==> src/rtl/count_sequencer_pkg.sv <==
// Shared definitions for the count_sequencer run-control block.
//   state_t     : run-control state encoding, also presented on the state output
//   PER_*_DEF   : default prescaler reload values for a 50 MHz clock
//   period_sel  : maps the 2-bit speed switch to a prescaler reload value
package count_sequencer_pkg;

  typedef enum logic [1:0] {
    ST_IDLE   = 2'b00,
    ST_RUN    = 2'b01,
    ST_PAUSED = 2'b10,
    ST_DONE   = 2'b11
  } state_t;

  localparam int          PER_W_DEF = 28;
  localparam logic [27:0] PER_1_DEF = 28'd49999999;   // 1 Hz
  localparam logic [27:0] PER_2_DEF = 28'd99999999;   // 0.5 Hz
  localparam logic [27:0] PER_3_DEF = 28'd199999999;  // 0.25 Hz

  // Speed 00 reloads 0, so the prescaler expires on every cycle.
  function automatic logic [PER_W_DEF-1:0] period_sel(
    input logic [1:0]           spd,
    input logic [PER_W_DEF-1:0] p1,
    input logic [PER_W_DEF-1:0] p2,
    input logic [PER_W_DEF-1:0] p3
  );
    logic [PER_W_DEF-1:0] r;
    case (spd)
      2'b01:   r = p1;
      2'b10:   r = p2;
      2'b11:   r = p3;
      default: r = '0;
    endcase
    return r;
  endfunction

endpackage

==> src/rtl/count_sequencer_prescaler_tick.sv <==
// prescaler_tick: loadable down-counter for the count_sequencer rate divider.
//   clk      in  system clock
//   reset    in  synchronous active-high reset, clears the count
//   clr      in  synchronous clear (abort), clears the count
//   load     in  load load_val (beats hold/decrement)
//   load_val in  reload value
//   hold     in  1 = keep the current count
//   zero     out count currently reads 0
module prescaler_tick #(
  parameter int PER_W = 28
) (
  input  logic             clk,
  input  logic             reset,
  input  logic             clr,
  input  logic             load,
  input  logic [PER_W-1:0] load_val,
  input  logic             hold,
  output logic             zero
);

  logic [PER_W-1:0] cnt_q, cnt_d;

  always_comb begin
    cnt_d = cnt_q;
    if (clr) begin
      cnt_d = '0;
    end else if (load) begin
      cnt_d = load_val;
    end else if (!hold && (cnt_q != '0)) begin
      // Saturates at 0; the owner reloads on zero while running.
      cnt_d = cnt_q - 1'b1;
    end
  end

  always_ff @(posedge clk) begin
    if (reset) begin
      cnt_q <= '0;
    end else begin
      cnt_q <= cnt_d;
    end
  end

  assign zero = (cnt_q == '0);

endmodule

==> src/rtl/count_sequencer.sv <==
// count_sequencer: run control for the rate divider and 4-bit HEX0 display counter.
//   CLOCK_50 in  system clock
//   reset    in  synchronous active-high reset
//   start    in  pulse: begin from IDLE/DONE, resume from PAUSED
//   pause    in  pulse: freeze while running
//   clear    in  pulse: abort to IDLE from any state
//   speed    in  speed select, applied at start and at every prescaler reload
//   dir      in  0 = count up, 1 = count down (captured at start)
//   limit    in  terminal value (captured at start)
//   digit    out current count value
//   tick     out one-cycle pulse per count step
//   busy     out high in RUN and PAUSED
//   done     out high in DONE
//   state    out IDLE=00 RUN=01 PAUSED=10 DONE=11
module count_sequencer
  import count_sequencer_pkg::*;
#(
  parameter int               PER_W = PER_W_DEF,
  parameter logic [PER_W-1:0] PER_1 = PER_W'(PER_1_DEF),
  parameter logic [PER_W-1:0] PER_2 = PER_W'(PER_2_DEF),
  parameter logic [PER_W-1:0] PER_3 = PER_W'(PER_3_DEF)
) (
  input  logic       CLOCK_50,
  input  logic       reset,
  input  logic       start,
  input  logic       pause,
  input  logic       clear,
  input  logic [1:0] speed,
  input  logic       dir,
  input  logic [3:0] limit,
  output logic [3:0] digit,
  output logic       tick,
  output logic       busy,
  output logic       done,
  output logic [1:0] state
);

  localparam logic [PER_W_DEF-1:0] P1 = PER_W_DEF'(PER_1);
  localparam logic [PER_W_DEF-1:0] P2 = PER_W_DEF'(PER_2);
  localparam logic [PER_W_DEF-1:0] P3 = PER_W_DEF'(PER_3);

  state_t     state_q, state_d;
  logic [3:0] digit_q, digit_d;
  logic       tick_q, tick_d;
  logic       busy_q, busy_d;
  logic       done_q, done_d;
  logic       dir_q, dir_d;
  logic [3:0] limit_q, limit_d;

  logic             ps_clr, ps_load, ps_hold, ps_zero, run_step, terminal;
  logic [PER_W-1:0] reload;
  logic [3:0]       digit_step;

  // The reload always uses the live switch value, so a speed change takes
  // effect at the next reload rather than mid-period.
  assign reload     = PER_W'(period_sel(speed, P1, P2, P3));
  assign digit_step = dir_q ? (digit_q - 4'd1) : (digit_q + 4'd1);
  assign terminal   = dir_q ? (digit_step == 4'd0) : (digit_step == limit_q);

  always_comb begin
    state_d  = state_q;
    digit_d  = digit_q;
    tick_d   = 1'b0;
    dir_d    = dir_q;
    limit_d  = limit_q;
    ps_clr   = 1'b0;
    ps_load  = 1'b0;
    run_step = 1'b0;

    if (clear) begin
      state_d = ST_IDLE;
      digit_d = 4'd0;
      ps_clr  = 1'b1;
    end else begin
      case (state_q)
        ST_IDLE, ST_DONE: begin
          if (start && !pause) begin
            dir_d   = dir;
            limit_d = limit;
            digit_d = dir ? limit : 4'd0;
            ps_load = 1'b1;
            // Nothing to count with a zero limit in either direction.
            state_d = (limit == 4'd0) ? ST_DONE : ST_RUN;
          end
        end
        ST_RUN: begin
          if (pause) state_d = ST_PAUSED;
          else       run_step = 1'b1;
        end
        ST_PAUSED: begin
          // The resume edge is itself a running cycle, so the paused
          // period finishes with the same number of running cycles.
          if (start && !pause) begin
            state_d  = ST_RUN;
            run_step = 1'b1;
          end
        end
        default: state_d = ST_IDLE;
      endcase

      if (run_step && ps_zero) begin
        ps_load = 1'b1;
        tick_d  = 1'b1;
        digit_d = digit_step;
        if (terminal) state_d = ST_DONE;
      end
    end

    busy_d = (state_d == ST_RUN) || (state_d == ST_PAUSED);
    done_d = (state_d == ST_DONE);
  end

  assign ps_hold = !run_step;

  prescaler_tick #(.PER_W(PER_W)) u_prescaler (
    .clk      (CLOCK_50),
    .reset    (reset),
    .clr      (ps_clr),
    .load     (ps_load),
    .load_val (reload),
    .hold     (ps_hold),
    .zero     (ps_zero)
  );

  always_ff @(posedge CLOCK_50) begin
    if (reset) begin
      state_q <= ST_IDLE;
      digit_q <= 4'd0;
      tick_q  <= 1'b0;
      busy_q  <= 1'b0;
      done_q  <= 1'b0;
      dir_q   <= 1'b0;
      limit_q <= 4'd0;
    end else begin
      state_q <= state_d;
      digit_q <= digit_d;
      tick_q  <= tick_d;
      busy_q  <= busy_d;
      done_q  <= done_d;
      dir_q   <= dir_d;
      limit_q <= limit_d;
    end
  end

  assign digit = digit_q;
  assign tick  = tick_q;
  assign busy  = busy_q;
  assign done  = done_q;
  assign state = state_q;

endmodule

==> config.mk <==
export PLATFORM = sky130hd
export DESIGN_NAME = count_sequencer
export DESIGN_NICKNAME = d
export VERILOG_FILES = /design/src/rtl/count_sequencer_pkg.sv /design/src/rtl/count_sequencer_prescaler_tick.sv /design/src/rtl/count_sequencer.sv
export SDC_FILE = /design/constraint.sdc
export NUM_CORES = 1
export LEC_CHECK = 0
export BUFFER_PORTS_ARGS = -buffer_cell sky130_fd_sc_hd__buf_2
export CAP_MARGIN = 25
export CORE_MARGIN = 10
export CORE_UTILIZATION = 56
export CTS_BUF_LIST = sky130_fd_sc_hd__clkbuf_8
export DETAILED_ROUTE_END_ITERATION = 16
export GPL_TIMING_DRIVEN = 0
export PLACE_DENSITY = 0.84
export SETUP_SLACK_MARGIN = 0.05
export SLEW_MARGIN = 20
export SYNTH_ARGS = -nofsm -noshare
export SYNTH_HDL_FRONTEND = slang
export SYNTH_SLANG_ARGS = --single-unit
==> constraint.sdc <==
create_clock -name CLOCK_50 -period 4.87 [get_ports CLOCK_50]
set_input_delay 0 -clock CLOCK_50 [delete_from_list [all_inputs] [get_ports CLOCK_50]]
set_output_delay 0 -clock CLOCK_50 [all_outputs]
set_load 0.02 [all_outputs]
Yosys cells after proc, flatten, opt, wreduce, memory -nomap -nowiden
Index checks and enable logic that the tools add are counted.

Bits in registers: 42. Bits in latches: 0. Memory bits (writable): 0. Memory bits (read-only): 0. Input bits: 12. Output and inout port bits: 9. Logic and storage cells: 67. Memories kept: 0.

Add/subtract/negate cells: 3. Multipliers: 0. Divide/modulo/power cells: 0. Magnitude comparators: 0. Eq/ne operators: 10. Shift-type cells: 0. Mux-type cells: 27. Bitwise logic cells: 1. Reduce and logical (&&, ||, !) cells: 18.

Operators by type and width (number): $pmux 28 s3 (1); $mux 28 (2); $logic_not 28->1 (1); $reduce_bool 28->1 (1); $sub 28x1->28 const B (1); $mux 4 (5); $mux 2 (7); $eq 2x2->1 const B (6); $mux 1 (10); $logic_not 4->1 (2); $eq 2x1->1 const B (3); $pmux 2 s3 (1); $reduce_bool 2->1 (3); $reduce_or 2->1 (3); $add 4x1->4 const B (1); $eq 4x4->1 (1); $sub 4x1->4 const B (1); $logic_and 1x1->1 (3); $reduce_and 3->1 (1); $logic_not 2->1 (1); $pmux 1 s2 (1); $reduce_and 2->1 (1); $logic_not 1->1 (1); $logic_or 1x1->1 (1); $not 1->1 (1).

Longest topological paths before layout
Gate-level depths: netlist of the first run.

Depth in word-level cells: 10. Gate-level depth with buffers: 11. Depth with buffers taken out: 10.

Modules after synthesis
From an unflattened synthesis of the first run, not the netlist that was laid out.

Cells, all modules: 328. Area, all modules: 2717.6 µm².

Modules (own cells, without submodules): prescaler_tick (instances 1, cells an instance 211, area an instance 1730.4 µm², seq. area each 560.5 µm²); count_sequencer (instances 1, cells an instance 117, area an instance 987.2 µm², seq. area each 280.3 µm²).

Worst setup path after synthesis of the first run
OpenSTA, ideal clock, no wires.

Path type: reg-to-reg. Start point: register state_q[0] (netlist: state[0]). End point: register u_prescaler.cnt_q[24]. Arrival time: 2.457 ns. Required time: 4.753 ns. Path slack: 2.296 ns. Cell stages (with the launch flop): 10. Period minus slack after synthesis: 2.574 ns. Path through: dfxtp_1 -> inv_1 -> ha_1 -> clkbuf_1 -> nor4_1 -> or4b_4 -> nand2_4 -> buf_12 -> o21ai_1 -> a32o_1.

Cells in the longest elaborated chain, start to end: 7.

Ends and longest elaborated chain: start: declaration (line count_sequencer.sv:42) `state_t state_q, state_d;`; start signal: assignment (line count_sequencer.sv:135) `state_q <= state_d;`; $eq 2x2->1 / $eq 2x1->1 (equally long branches) (line count_sequencer.sv:75) `case (state_q)`; $pmux 1 s2 (line count_sequencer.sv:75); $mux 1 (line count_sequencer.sv:70) `if (clear) begin`; $logic_and 1x1->1 (line count_sequencer.sv:101) `if (run_step && ps_zero) begin`; $mux 1 (line count_sequencer.sv:101); $mux 1 (line count_sequencer.sv:70); $mux 28 / $reduce_bool 2->1 (equally long branches); end signal: assignment (line count_sequencer_prescaler_tick.sv:39) `cnt_q <= cnt_d;`; end: declaration (line count_sequencer_prescaler_tick.sv:21) `logic [PER_W-1:0] cnt_q, cnt_d;`.

Several ways; a longest one is shown, not always the timed one. The select of a mux whose other input is x is not followed. A chain may end at the register's enable or synchronous reset.

Worst setup path in the final report of the first run
Start point: register state_q[0] (netlist: state[0]). End point: register u_prescaler.cnt_q[26].

The elaborated chain is that of the path after synthesis.

==> flow_metrics.tcl, run 1 <==
set metrics [dict create \
    htree_levels 2 \
    outcome "complete, no violations" \
    grt_pass1_wl_mm 13.1 \
    std_cell_rows 25 \
    tns_ns 0 \
    p_clk_share_pct 37.8 \
    syn_inst 330 \
    seq_area_um2 841 \
    power_per_cell_area_nw_per_um2 299 \
    first_pass_iters 5 \
    grt_pass1_vias 2683 \
    crit_slowest_cell "nor4_1" \
    core-area_um2 4690 \
    min_path_type "in -> reg" \
    port_buffers 18 \
    dpl.hpwl_mm 5.50 \
    combPwrFrac_pct 22.5 \
    path_buf_inv 3 \
    cp_common_cell "clkbuf_1" \
    hold_viol_final 0 \
    p_switching_uw 271 \
    leakage_uw 0.00121 \
    via_per_inst 6.76 \
    cp-start-kind "register" \
    cts_root_buf "clkbuf_8" \
    async_reset_ff_share_pct 0 \
    initial_core_util_pct 57.7 \
    yosysTopAreaCell "dfxtp_1" \
    synth.most_common_cell "dfxtp_1" \
    grt_max_degree 14 \
    crit_required_ns 5.05 \
    syn_to_final_growth_pct 13.0 \
    yosys-top-cells-area "dfxtp_1, ha_1, nor2_1" \
    path_clk_slew_ns 0.09 \
    post-route-period-util_pct 63.4 \
    clock_latency_ns 0.31 \
    irDropWorstVdd_v 0.000194 \
    ys_seq_elements 42 \
    die_area_um2 8010 \
    synth_top_area_share_pct 31.1 \
    yosys-top-cells-count "dfxtp_1, nor2_1, nand2_1" \
    chipHeight_um 89.5 \
    yosysSeqAreaShare_pct 31.1 \
    netlist_area_um2 2710 \
    postCtsSetupBuffers 0 \
    gp_congestion 0.959 \
    grt_remaining_overflow 0 \
    clk_path_buf_depth 2 \
    place_ws_ns 1.96 \
    crit_chain "inv_1 > ha_1 > clkbuf_1 > nor4_1 > nor4b_4 > nor2_1 > clkbuf_1 > a21oi_1 > o22ai_1" \
    critPathTopFamily "simple AND/OR/NAND/NOR gates" \
    fin_skew_ns 0.0145 \
    dr_total_vias 2806 \
    drive_gt1_share_pct 12.5 \
    worstPathMaxFanout 10 \
    fin_ws_ns 1.78 \
    drc 0 \
    ctsResizeCount 0 \
    power_frac_seq_pct 39.8 \
    clock_sinks 42 \
    ys_warn_count 0 \
    synth_cell_type_count 61 \
    period_minus_slack_ns 3.09 \
    cts_tree "yes" \
    critPathMaxStageDelay_ns 0.68 \
    io_pins 21 \
    timing.fmax_mhz 324 \
    multi_input_area_um2 1740 \
    crit_path_end_kind "register" \
    ctsHoldBuffers 5 \
    slew_headroom_pct 45.6 \
    crit_type "reg -> reg" \
    rsz0062_at_grt "false" \
    p_int_uw 643 \
    num-fill-cells 406 \
    syn_area_per_cell_um2 8.20 \
    drtIter0Drc 506 \
    synth_edf_count 0 \
    wl_per_cell_um 19.1 \
    maxCapViolations 0 \
    grt_antenna_before_repair 0 \
    track_usage_pct 20.8 \
    critical_path_arrival_ns 3.26 \
    switching_share_pct 29.7 \
    ys.flop_type "dfxtp_1" \
    synth_nets 355 \
    cts_made_buffers 5 \
    dieWidth_um 89.5 \
    setup_violations 0 \
    drtAntennaViolNets 0 \
    wl_mm 7.94 \
    drv_slew 0 \
    worst_pin_slew_ns 0.810 \
    finalNetCount 385 \
    diodes 0 \
]
cells by family (layout without fill, tap and decap cells):
kind of cell / after synthesis / in the layout / synth area share (%)
DFF: 42 / 42 / 31.1
buffers and inverters: 24 / 55 / 4.49
and+or+nand+nor: 158 / 158 / 33.2
xor gates and xnor gates: 12 / 12 / 4.39
adders and majority gates: 13 / 13 / 6.29
AOI/OAI and AO/OA: 81 / 81 / 20.6
layout make-up:
type,count,area share [%]
multi-input combinational,264,57.0
tap,54,2.21
timing repair buffer,23,4.59
buffer,16,2.99
inverter,8,0.983
clock inverter,2,1.97
sequential,42,27.5
clock buffer,6,2.70
layer usage:
layer	vias up	GRT usage [%]	part of all wire, %	wire, um
li1	1297	-	-	-
met1	1297	26.3	42	3360
met2	180	32.9	46	3650
met3	32	5.10	9.0	711
met4	0	8.67	2.8	226
met5	-	0	0	0
power by group through the flow:
stage / combinational (uW) / clock (uW) / sequential [uW]
after CTS: 197 / 347 / 363
after global routing: 221 / 360 / 365
after global placement: 186 / 0 / 371
after detailed placement: 189 / 0 / 371
after floorplan: 141 / 0 / 370
final: 206 / 345 / 364
registers in the layout (all words and copies together), names as in the netlist:
| register | flops |
|---|---|
| tick | 1 |
| state | 2 |
| done | 1 |
| limit_q | 4 |
| digit | 4 |
| busy | 1 |
| u_prescaler.cnt_q | 28 |
| dir_q | 1 |
placed cells by master, fill, tap and decap left out, types with 7 or more instances in the layout:
cell type | synthesis | routed
a21oi_1 | 18 | 18
buf_2 | 0 | 18
clkbuf_1 | 11 | 11
dfxtp_1 | 42 | 42
ha_1 | 12 | 12
inv_1 | 8 | 8
nand2_1 | 29 | 29
nand3_1 | 19 | 19
nand4_1 | 11 | 11
nor2_1 | 33 | 33
nor3_1 | 16 | 16
nor4_1 | 9 | 9
o21ai_0 | 11 | 11
o31ai_1 | 7 | 7
or4_1 | 7 | 7
worst paths after layout:
path                           start                                  to  slack, ns  cells past startpoint
max              state[0]$_SDFF_PP0_  u_prescaler.cnt_q[26]$_SDFFE_PP0P_       1.78                      9
min reg2reg  limit_q[3]$_SDFFE_PP0P_             limit_q[3]$_SDFFE_PP0P_       0.48                      2
min                            reset                     busy$_SDFF_PP0_       0.04                      2
max reg2reg      state[0]$_SDFF_PP0_  u_prescaler.cnt_q[26]$_SDFFE_PP0P_       1.78                      9
metrics by stage:
step	cells	cell area, um2	total power [uW]	hold WS (ns)	utilization, %
6_report	415	3060	915	0.0430	65.1
5_1_grt	415	3060	946	0.0749	65.1
4_1_cts	415	3060	907	0.0419	65.1
3_5_place_dp	402	2860	561	0.268	61.0
3_3_place_gp	402	2860	557	0.268	61.0
2_1_floorplan	330	2710	511	0.136	-
Power figures use the tool's default switching activity.
==> run 2, diff against run 1 <==
clock period = 2.99 ns   (was 4.87 ns; I/O delays follow)
==> run 2 against run 1 <==
Net effect: sequential share of layout area fell by 0.29 points; register-to-register slack got worse by 1.6 ns; critical path depth fell by 1; first-iteration DRC count rose by 17%; cell area rose by 1.1%; critical path type unchanged; critical endpoint is now u_prescaler.cnt_q[14]$_SDFFE_PP0P_; largest power group unchanged.
==> flow_metrics.tcl, run 2 (synthesized netlist as in run 1, its figures left out) <==
set metrics [dict create \
    outcome "complete, no violations" \
    design_area_um2 3090 \
    crit_type "reg -> reg" \
    grt_antenna_before_repair 0 \
    layout_common_cells "dfxtp_1, nor2_1, nand2_1" \
    grt_remaining_overflow 0 \
    drv_slew 0 \
    initial_core_util_pct 57.7 \
    path_clk_slew_ns 0.09 \
    gp_congestion 0.959 \
    cts_root_buf "clkbuf_8" \
    leakage_uw 0.00122 \
    fin_skew_ns 0.0145 \
    finalNetCount 387 \
    combPwrFrac_pct 22.4 \
    drc 0 \
    power_frac_seq_pct 39.7 \
    switching_share_pct 29.8 \
    wl_per_cell_um 19.2 \
    track_usage_pct 20.8 \
    slew_headroom_pct 47.3 \
    die_area_um2 8010 \
    grt_pass1_wl_mm 13.2 \
    rsz0062_at_grt "false" \
    wl_mm 7.99 \
    via_per_inst 6.74 \
    p_clk_share_pct 37.9 \
    maxCapViolations 0 \
    port_buffers 18 \
    drtAntennaViolNets 0 \
    crit_path_end_kind "register" \
    dieWidth_um 89.5 \
    clock_latency_ns 0.31 \
    cts_made_buffers 5 \
    period_minus_slack_ns 2.79 \
    tns_ns 0 \
    clock_sinks 42 \
    chipHeight_um 89.5 \
    num-fill-cells 398 \
    p_switching_uw 446 \
    critical_path_arrival_ns 3.03 \
    syn_to_final_growth_pct 14.2 \
    worstPathMaxFanout 9 \
    largest_reg_flops 28 \
    min_path_type "in -> reg" \
    irDropWorstVdd_v 0.000320 \
    hold_viol_final 0 \
    layout_commonest_cell "dfxtp_1" \
    largest-register "u_prescaler.cnt_q" \
    placed_cell_area_um2 2860 \
    std_cell_rows 25 \
    timing.fmax_mhz 358 \
    p_int_uw 1050 \
    clk_path_buf_depth 2 \
    htree_levels 2 \
    drive_gt1_share_pct 14.0 \
    dr_total_vias 2810 \
    first_pass_iters 5 \
    diodes 0 \
    power_per_cell_area_nw_per_um2 484 \
    worst_pin_slew_ns 0.788 \
    crit_required_ns 3.23 \
    fin_hold_ws_ns 0.0408 \
    cts_tree "yes" \
    setup_violations 0 \
    core-area_um2 4690 \
    grt_max_degree 14 \
    io_pins 21 \
    grt_pass1_vias 2697 \
    cp-start-kind "register" \
    dpl.hpwl_mm 5.50 \
    post-route-period-util_pct 93.5 \
    drtIter0Drc 593 \
]
==> run 2: timing repair <==
item / in CTS / in global routing
cloned: 0 / 0
setup buffers: 0 / 3
endpoints found under the setup margin: 1 / 12
hold buffers: 5 / 0
hold endpoints to repair: 5 / 0
gates resized for setup: 1 / 2
==> run 2: cell type report <==
type	instances	area [um2]	area share [%]
tap	54	67.6	2.19
inverter	8	30.0	0.972
buffer	15	87.6	2.84
clock inverter	2	60.1	1.94
multi-input combinational	264	1760	56.9
sequential	42	841	27.2
clock buffer	6	82.6	2.67
timing repair buffer	26	163	5.27
==> run 2: worst max-delay path: stages (launching register included) <==
cell and delay [ns]:
dfxtp_1 0.39, inv_1 0.06, ha_1 0.29, clkbuf_1 0.19
nor4_2 0.49, or4b_4 0.60, a21oi_2 0.28, nand2_1 0.25
o211ai_1 0.18
==> run 2: metal layers <==
metal | global-route usage [%] | part of all wire, % | vias up
met1 | 26.3 | 42 | 1274
li1 | - | - | 1302
met4 | 8.67 | 3.3 | 0
met2 | 33.1 | 45 | 196
met3 | 5.10 | 10 | 38
met5 | 0 | 0 | -
==> run 2: final timing paths <==
| kind | startpoint | endpoint | slack (ns) | cells past startpoint |
|---|---|---|---|---|
| worst min-delay path | reset | busy$_SDFF_PP0_ | 0.04 | 2 |
| worst max-delay path | state[0]$_SDFF_PP0_ | u_prescaler.cnt_q[14]$_SDFFE_PP0P_ | 0.20 | 8 |
| worst max register to register | state[0]$_SDFF_PP0_ | u_prescaler.cnt_q[14]$_SDFFE_PP0P_ | 0.20 | 8 |
| worst min register to register | limit_q[3]$_SDFFE_PP0P_ | limit_q[3]$_SDFFE_PP0P_ | 0.48 | 2 |
==> run 2: stage by stage <==
| stage | power [uW] | setup WS, ns | std cells | util (%) |
|---|---|---|---|---|
| floorplan | 833 | 0.416 | 330 | - |
| global placement | 907 | 0.0781 | 402 | 61.0 |
| detailed placement | 913 | 0.0803 | 402 | 61.0 |
| CTS | 1480 | 0.211 | 415 | 65.3 |
| global route | 1540 | 0.0766 | 417 | 65.8 |
| finish | 1490 | 0.196 | 417 | 65.8 |
==> run 2: power groups by stage <==
stage | registers [uW] | logic (uW) | clock network [uW]
after global routing | 594 | 360 | 587
after floorplan | 603 | 229 | 0
after CTS | 592 | 321 | 565
after detailed placement | 605 | 308 | 0
final | 592 | 335 | 567
after global placement | 604 | 303 | 0
==> run 3, diff against run 2 <==
BUFFER_PORTS_ARGS = not set   (was -buffer_cell sky130_fd_sc_hd__buf_2)
DONT_BUFFER_PORTS = 1   (was not set)
PLACE_DENSITY = 0.8   (was 0.84)
==> run 3 against run 2 <==
Net effect: worst setup slack got worse by 0.092 ns; clock-buffer cell count down 1; first-iteration DRC count fell by 34%; largest cell class unchanged; highest routed layer unchanged.
==> flow_metrics.tcl, run 3 (synthesized netlist as in run 1, its figures left out) <==
set metrics [dict create \
    setup_violations 0 \
    crit_required_ns 3.19 \
    grt_pass1_vias 2628 \
    dpl.hpwl_mm 5.52 \
    first_pass_iters 5 \
    grt_pass1_wl_mm 12.8 \
    worstHoldPathCells 2 \
    maxCapViolations 0 \
    clock_latency_ns 0.30 \
    tns_ns 0 \
    crit_type "reg -> reg" \
    crit_path_end_kind "register" \
    multi_input_area_um2 1760 \
    layout_common_cells "dfxtp_1, nor2_1, nand2_1" \
    die_area_um2 8010 \
    post-route-period-util_pct 96.5 \
    grt_remaining_overflow 0 \
    clk_path_buf_depth 2 \
    fin_ws_ns 0.104 \
    seq_area_um2 841 \
    std_cell_rows 25 \
    fin_skew_ns 0.0122 \
    cp-start-kind "register" \
    layout_commonest_cell "dfxtp_1" \
    num-fill-cells 415 \
    min_path_type "in -> reg" \
    critical_path_arrival_ns 3.08 \
    io_pins 21 \
    rsz0062_at_grt "true" \
    finalNetCount 367 \
    grt_max_degree 15 \
    cts_made_buffers 5 \
    irDropWorstVdd_v 0.000231 \
    drtAntennaViolNets 0 \
    worstPathMaxFanout 10 \
    timing.fmax_mhz 347 \
    port_buffers 0 \
    outcome "complete, no violations" \
    htree_levels 2 \
    wl_per_cell_um 19.2 \
    ff2ff_path_depth 9 \
    largest_reg_flops 28 \
    core-area_um2 4690 \
    largest-register "u_prescaler.cnt_q" \
    grt_antenna_before_repair 0 \
    path_clk_slew_ns 0.09 \
    clock_sinks 42 \
    initial_core_util_pct 57.7 \
    power_per_cell_area_nw_per_um2 437 \
    diodes 0 \
    design_area_um2 2940 \
    via_per_inst 6.93 \
    track_usage_pct 20.2 \
    dr_total_vias 2751 \
    drive_gt1_share_pct 9.91 \
    period_minus_slack_ns 2.89 \
    drtIter0Drc 390 \
    leakage_uw 0.00111 \
    drv_slew 0 \
    chipHeight_um 89.5 \
    placed_cell_area_um2 2770 \
    slew_headroom_pct 44.6 \
    cts_tree "yes" \
    worst_pin_slew_ns 0.824 \
    cts_root_buf "clkbuf_8" \
    gp_congestion 0.976 \
    place_ws_ns -0.251 \
    p_total_uw 1280 \
    drc 0 \
    wl_mm 7.62 \
    syn_to_final_growth_pct 8.56 \
    dieWidth_um 89.5 \
    fin_util_pct 62.6 \
    hold_viol_final 0 \
]
[run 3: repair_timing]
item | CTS | global route
buffers inserted | 1 | 0
setup endpoints to repair | 25 | 23
resized for setup | 2 | 5
hold buffers | 5 | 0
hold endpoints to repair | 7 | 0
pin swaps | 0 | 0
[run 3: area by class of cell]
type	count	share of cell area, %
Tap cell	54	2.30
Clock buffer	5	2.34
Clock inverter	3	0.724
Timing Repair Buffer	6	1.96
Inverter	8	1.02
Sequential cell	42	28.6
Buffer	15	3.03
Multi-Input combinational cell	264	60.0
[run 3: critical path, stage by stage, from the launching register on]
cell and delay, ns:
dfxtp_1 0.50, inv_1 0.08, ha_1 0.29, clkbuf_1 0.19, nor4_2 0.51, or4b_4 0.59, nand2_4 0.14, buf_12 0.14
o21ai_1 0.07, a32o_1 0.26
[run 3: final timing paths]
kind | slack [ns] | from | to
setup reg to reg | 0.10 | state[0]$_SDFF_PP0_ | u_prescaler.cnt_q[24]$_SDFFE_PP0P_
hold / removal | 0.04 | reset | done$_SDFF_PP0_
setup / recovery | 0.10 | state[0]$_SDFF_PP0_ | u_prescaler.cnt_q[24]$_SDFFE_PP0P_
hold reg to reg | 0.48 | limit_q[3]$_SDFFE_PP0P_ | limit_q[3]$_SDFFE_PP0P_
[run 3: through the flow]
step / hold slack, ns / std cells
2_1_floorplan: 0.136 / 330
3_3_place_gp: 0.140 / 384
3_5_place_dp: 0.143 / 384
4_1_cts: 0.0469 / 398
5_1_grt: 0.0715 / 397
6_report: 0.0446 / 397
[run 3: where the power goes]
part           total [uW]  switching [uW]  leakage, uW  internal, uW
clock network         371             207    0.0000441           164
logic                 316             203     0.000721           113
registers             595            21.4     0.000340           574
[run 3: routing by layer]
| layer | routed length (um) | vias to the layer above | part of all wire (%) | GRT usage, % |
|---|---|---|---|---|
| met5 | 0 | - | 0 | 0 |
| met4 | 192 | 0 | 2.5 | 8.67 |
| met3 | 786 | 24 | 10 | 4.56 |
| met2 | 3390 | 165 | 44 | 31.1 |
| met1 | 3250 | 1296 | 43 | 26.4 |
| li1 | - | 1266 | - | - |
